**config.mk**
```make
export PLATFORM = sky130hd
export DESIGN_NAME = derandomizer
export DESIGN_NICKNAME = d
export VERILOG_FILES = /design/src/rtl/derandomizer.sv
export SDC_FILE = /design/constraint.sdc
export NUM_CORES = 1
export LEC_CHECK = 0
export ABC_AREA = 1
export CORE_AREA = 2 2 105 67
export CTS_BUF_LIST = sky130_fd_sc_hd__clkbuf_4
export DETAILED_ROUTE_END_ITERATION = 12
export DIE_AREA = 0 0 107 69
export HOLD_SLACK_MARGIN = 0.08
export PLACE_DENSITY = 0.66
export REMOVE_ABC_BUFFERS = 1
export SKIP_CTS_REPAIR_TIMING = 1
export SYNTH_ARGS = -nofsm -noshare
export SYNTH_HDL_FRONTEND = slang
export SYNTH_SLANG_ARGS = --single-unit
```
**constraint.sdc**
```tcl
create_clock -name clk -period 1.5 [get_ports clk]
set_input_delay 0.225 -clock clk [delete_from_list [all_inputs] [get_ports clk]]
set_output_delay 0.225 -clock clk [all_outputs]
set_load 0.005 [all_outputs]
```
**src/rtl/derandomizer.sv**
```systemverilog
// derandomizer: strips a 15-bit additive scrambler (1 + x^14 + x^15) from a
// byte stream, one byte per clock, eight LFSR steps per accepted byte.
// Bursts are opened by burst_start with a per-burst seed and byte count.
// Build option: define DERAND_SKID_EN for a registered in_ready backed by a
// 2-entry skid buffer; otherwise in_ready is a combinational function of
// the state and the output handshake.
module derandomizer #(
  parameter int MAX_LEN_W = 12
) (
  input  logic                 clk,
  input  logic                 reset,
  input  logic [14:0]          rand_iv,
  input  logic                 burst_start,
  input  logic [MAX_LEN_W-1:0] burst_len,
  input  logic [7:0]           in_data,
  input  logic                 in_valid,
  output logic                 in_ready,
  output logic [7:0]           out_data,
  output logic                 out_valid,
  input  logic                 out_ready,
  output logic                 out_last,
  output logic                 busy,
  output logic                 seq_err
);

  typedef enum logic [1:0] {
    IDLE  = 2'd0,
    RUN   = 2'd1,
    DRAIN = 2'd2
  } state_t;

  localparam logic [MAX_LEN_W-1:0] LEN_ZERO = '0;
  localparam logic [MAX_LEN_W-1:0] LEN_ONE  = MAX_LEN_W'(1);

  state_t               state_reg, state_next;
  logic [14:0]          lfsr_reg, lfsr_next;
  logic [MAX_LEN_W-1:0] count_reg, count_next;
  logic                 seq_err_reg, seq_err_next;

  logic                 accept;
  logic                 last_accept;
  logic                 out_fire;
  logic                 last_fire;

  // Eight unrolled LFSR steps; step 0 descrambles bit 7 (first on air).
  logic [14:0]          step_v [0:8];
  logic [7:0]           prbs_bit;
  logic [7:0]           dec_byte;
  logic [14:0]          lfsr_stepped;

  assign step_v[0] = lfsr_reg;

  for (genvar gi = 0; gi < 8; gi++) begin : g_step
    assign prbs_bit[gi]      = step_v[gi][14] ^ step_v[gi][13];
    assign step_v[gi+1]      = {step_v[gi][13:0], prbs_bit[gi]};
    assign dec_byte[7-gi]    = in_data[7-gi] ^ prbs_bit[gi];
  end

  assign lfsr_stepped = step_v[8];

  assign accept      = in_valid && in_ready;
  assign last_accept = accept && (count_reg == LEN_ONE);
  assign out_fire    = out_valid && out_ready;
  assign last_fire   = out_fire && out_last;

  assign busy    = (state_reg == RUN) || (state_reg == DRAIN);
  assign seq_err = seq_err_reg;

  // Next-state logic: burst open/close, LFSR advance on acceptance only,
  // and rejection of burst_start that arrives at the wrong time.
  always_comb begin
    state_next   = state_reg;
    lfsr_next    = lfsr_reg;
    count_next   = count_reg;
    seq_err_next = 1'b0;
    case (state_reg)
      IDLE: begin
        if (burst_start) begin
          if (burst_len != LEN_ZERO) begin
            lfsr_next  = rand_iv;
            count_next = burst_len;
            state_next = RUN;
          end else begin
            seq_err_next = 1'b1;
          end
        end
      end
      RUN: begin
        if (burst_start) begin
          seq_err_next = 1'b1;
        end
        if (accept) begin
          lfsr_next  = lfsr_stepped;
          count_next = count_reg - LEN_ONE;
          if (last_accept) begin
            state_next = DRAIN;
          end
        end
      end
      DRAIN: begin
        if (burst_start) begin
          seq_err_next = 1'b1;
        end
        if (last_fire) begin
          state_next = IDLE;
        end
      end
      default: begin
        state_next = IDLE;
      end
    endcase
  end

  // Control state registers.
  always_ff @(posedge clk or posedge reset) begin
    if (reset) begin
      state_reg   <= IDLE;
      lfsr_reg    <= '0;
      count_reg   <= '0;
      seq_err_reg <= 1'b0;
    end else begin
      state_reg   <= state_next;
      lfsr_reg    <= lfsr_next;
      count_reg   <= count_next;
      seq_err_reg <= seq_err_next;
    end
  end

`ifdef DERAND_SKID_EN

  // Two-entry buffer; the head entry drives the outputs directly so an
  // empty buffer still gives one cycle from acceptance to out_valid.
  logic [7:0] buf_data_reg [0:1];
  logic       buf_last_reg [0:1];
  logic       wr_ptr_reg;
  logic       rd_ptr_reg;
  logic [1:0] fill_reg, fill_next;
  logic       in_ready_reg, in_ready_next;

  assign in_ready  = in_ready_reg;
  assign out_valid = (fill_reg != 2'd0);
  assign out_data  = buf_data_reg[rd_ptr_reg];
  assign out_last  = out_valid && buf_last_reg[rd_ptr_reg];

  // Occupancy after this cycle's push/pop; ready is only promised when a
  // push next cycle cannot overflow regardless of out_ready then.
  always_comb begin
    fill_next = fill_reg;
    case ({accept, out_fire})
      2'b10:   fill_next = fill_reg + 2'd1;
      2'b01:   fill_next = fill_reg - 2'd1;
      default: fill_next = fill_reg;
    endcase
    in_ready_next = (state_next == RUN) && (fill_next <= 2'd1);
  end

  // Buffer entries are written only at the write pointer.
  for (genvar gi = 0; gi < 2; gi++) begin : g_skid
    always_ff @(posedge clk or posedge reset) begin
      if (reset) begin
        buf_data_reg[gi] <= '0;
        buf_last_reg[gi] <= 1'b0;
      end else if (accept && (wr_ptr_reg == 1'(gi))) begin
        buf_data_reg[gi] <= dec_byte;
        buf_last_reg[gi] <= last_accept;
      end
    end
  end

  // Pointer, occupancy and registered ready bookkeeping.
  always_ff @(posedge clk or posedge reset) begin
    if (reset) begin
      wr_ptr_reg   <= 1'b0;
      rd_ptr_reg   <= 1'b0;
      fill_reg     <= 2'd0;
      in_ready_reg <= 1'b0;
    end else begin
      if (accept) begin
        wr_ptr_reg <= ~wr_ptr_reg;
      end
      if (out_fire) begin
        rd_ptr_reg <= ~rd_ptr_reg;
      end
      fill_reg     <= fill_next;
      in_ready_reg <= in_ready_next;
    end
  end

`else

  // Single output register; upstream is stalled combinationally whenever
  // that register is occupied and not being drained this cycle.
  logic [7:0] out_data_reg;
  logic       out_valid_reg;
  logic       out_last_reg;

  assign in_ready  = (state_reg == RUN) && (!out_valid_reg || out_ready);
  assign out_data  = out_data_reg;
  assign out_valid = out_valid_reg;
  assign out_last  = out_last_reg;

  // Load on acceptance, clear valid on a handshake with nothing behind it.
  always_ff @(posedge clk or posedge reset) begin
    if (reset) begin
      out_data_reg  <= '0;
      out_valid_reg <= 1'b0;
      out_last_reg  <= 1'b0;
    end else if (accept) begin
      out_data_reg  <= dec_byte;
      out_valid_reg <= 1'b1;
      out_last_reg  <= last_accept;
    end else if (out_fire) begin
      out_valid_reg <= 1'b0;
      out_last_reg  <= 1'b0;
    end
  end

`endif

endmodule

```
==> results.json <==
{
  "status": "finished, violations left",
  "violations": "setup timing",
  "final_util_pct": 54.6,
  "max_stage_delay_ps": 460,
  "synth_area_mm2": 0.00249,
  "final_nets": 467,
  "hold_viol": 0,
  "hold_class": "primary input to asynchronous set/reset pin",
  "cts-buffers-inserted": 5,
  "worstPathRequired_ps": 1760,
  "antenna_found_initial": 0,
  "combinationalPowerShare_pct": 60.3,
  "syn_avg_cell_area_um2": 7.33,
  "relSlewSlack_pct": 75.3,
  "vdd_drop_max_uv": 911,
  "grt-ovfl-total": 0,
  "firstDrtPassIters": 4,
  "end_kind": "flip-flop",
  "drt_iter0_drc": 98,
  "path_max_fanout": 4,
  "arrival_ps": 1980,
  "synth_seq_area_share_pct": 40.3,
  "rsz0062_at_grt": "yes",
  "grt_max_degree": 38,
  "maxCapViolCount": 0,
  "crit_path_cell_trace": "buf_4, ha_4, buf_4, o21ai_4, nand3_4, buf_4, o21ai_1, nand2_1",
  "die_x_um": 107,
  "swShare_pct": 45.4,
  "clockRootBuffer": "clkbuf_4",
  "cts_buffer_depth": 2,
  "ios": 53,
  "tightest_slew_ps": 369,
  "final_cell_mix": "nand2_1, clkdlybuf4s50_1, dfrtp_1, buf_4, o21ai_0",
  "htree_levels": 2,
  "ys.flop_type": "dfrtp_1",
  "ant_nets": 0,
  "drive_above_1_share_pct": 17.6,
  "intPower_mw": 3.83,
  "largest_register_ffs": 15,
  "core-area_mm2": 0.00642,
  "dieArea_mm2": 0.00738,
  "drv_slew": 0,
  "slowest_stage": "dfrtp_2",
  "ys_warn_count": 0,
  "crit_family": "buffers and inverters",
  "totalWireLength_um": 6400,
  "rows": 23,
  "skew_ps": 17.6,
  "die-height_um": 69,
  "grt_use_total_pct": 17.6,
  "num_vias": 2383,
  "synth-seq-cells": 40,
  "wire_per_inst_um": 12.6,
  "clock_latency_ps": 370,
  "avgViaCountPerCell": 4.70,
  "grt_pass1_vias": 2147,
  "initial_core_util_pct": 38.7,
  "synth.distinct_cells": 25,
  "grt_pass1_wl_um": 10400,
  "globalplace.congestion": 0.801,
  "crit_buf_inv": 3,
  "area_growth_pct": 41.0,
  "path_class": "flip-flop to flip-flop",
  "setup_viol": 30,
  "synth_edf_count": 0,
  "n_antenna_cell": 0,
  "async_reset_ff_share_pct": 100,
  "io_buffers": 52,
  "pwr-share-clk_pct": 11.1,
  "p_leak_nw": 1.83,
  "cts.sinks": 40,
  "cp_common_cell": "buf_4",
  "fmax_mhz": 580,
  "dpl.hpwl_um": 4580,
  "p_switching_mw": 3.18,
  "powerDensity_mw_per_mm2": 2000,
  "power_frac_seq_pct": 28.6,
  "critPathLaunchType": "flip-flop",
  "place_ws_ps": -259,
  "path_clk_slew_ps": 150,
  "synth_cells": 339,
  "fillCellCount": 614,
  "drc": 0,
  "final_common_cell": "nand2_1",
  "cts_tree": "done",
  "period_minus_slack_ps": 1720,
  "setup_ws_ps": -224,
  "period_share_pct": 115
}
==> Yosys cell counts, drive strengths merged, types with 2 or more instances <==
library cell	n	area [um2]
nand3	20	128
nand3b	2	27.5
o21ai	32	186
dfrtp	40	1000
xnor2	8	70.1
ha	8	100
nand4	2	12.5
a21oi	3	15.0
nand2	148	561
buf	12	90.1
inv	25	96.4
nor2	27	104
xor2	9	78.8
==> power groups by stage <==
stage	Sequential, mW	Clock, mW	Combinational (mW)
6_report	2.00	0.779	4.22
5_1_grt	2.07	0.832	4.75
4_1_cts	1.99	0.786	3.86
3_5_place_dp	2.01	0	3.85
3_3_place_gp	2.00	0	3.74
2_1_floorplan	1.95	0	2.41
==> layer usage <==
layer  part of all wire (%)  vias up  wire (um)  global-route usage (%)
li1                       -     1215          -                       -
met1                     50     1096       3230                    27.5
met2                     43       64       2770                    24.8
met3                    5.3        8        339                    3.88
met4                   0.97        0         62                    3.03
met5                      0        -          0                       0
==> logic make-up after synthesis <==
| kind of cell | count (synthesis) | share of synthesized area (%) |
|---|---|---|
| compound gates | 36 | 8.40 |
| xor+xnor | 17 | 5.99 |
| fa+ha+maj | 8 | 4.03 |
| buf+inv | 38 | 7.65 |
| flops | 40 | 40.3 |
| simple gates | 200 | 33.7 |
==> final timing paths <==
kind	end	startpoint	cells after the start	slack, ps
max in group asynchronous	count_reg[8]	reset	3	900
setup reg to reg	count_reg[2]	state_reg[0]	8	-220
hold reg to reg	out_data[0]	out_data[0]	2	500
setup / recovery	count_reg[2]	state_reg[0]	8	-220
hold / removal	lfsr_reg[1]	reset	2	100
min in group clk	seq_err	burst_start	3	390
==> area by class of cell <==
type / instances / area, um2 / area share (%)
multi-input cells: 261 / 1370 / 39.2
flip-flops and latches: 40 / 1000 / 28.6
repair buffers: 86 / 832 / 23.7
well taps: 87 / 109 / 3.11
inverters: 25 / 104 / 2.96
clock inverters: 3 / 46.3 / 1.32
clock buffers: 5 / 37.5 / 1.07
==> per-stage QoR <==
stage / hold slack (ps) / setup TNS [ps] / cell area [um2] / power (mW) / std cells
4_1_cts: 105 / -9080 / 3330 / 6.64 / 499
3_5_place_dp: 467 / -6680 / 3240 / 5.86 / 491
2_1_floorplan: 360 / -23030 / 2390 / 4.36 / 326
6_report: 101 / -5330 / 3500 / 7.00 / 507
5_1_grt: 131 / -7650 / 3500 / 7.66 / 507
3_3_place_gp: 462 / -5570 / 3240 / 5.75 / 491
No activity file was read; power rests on OpenSTA's default activity.
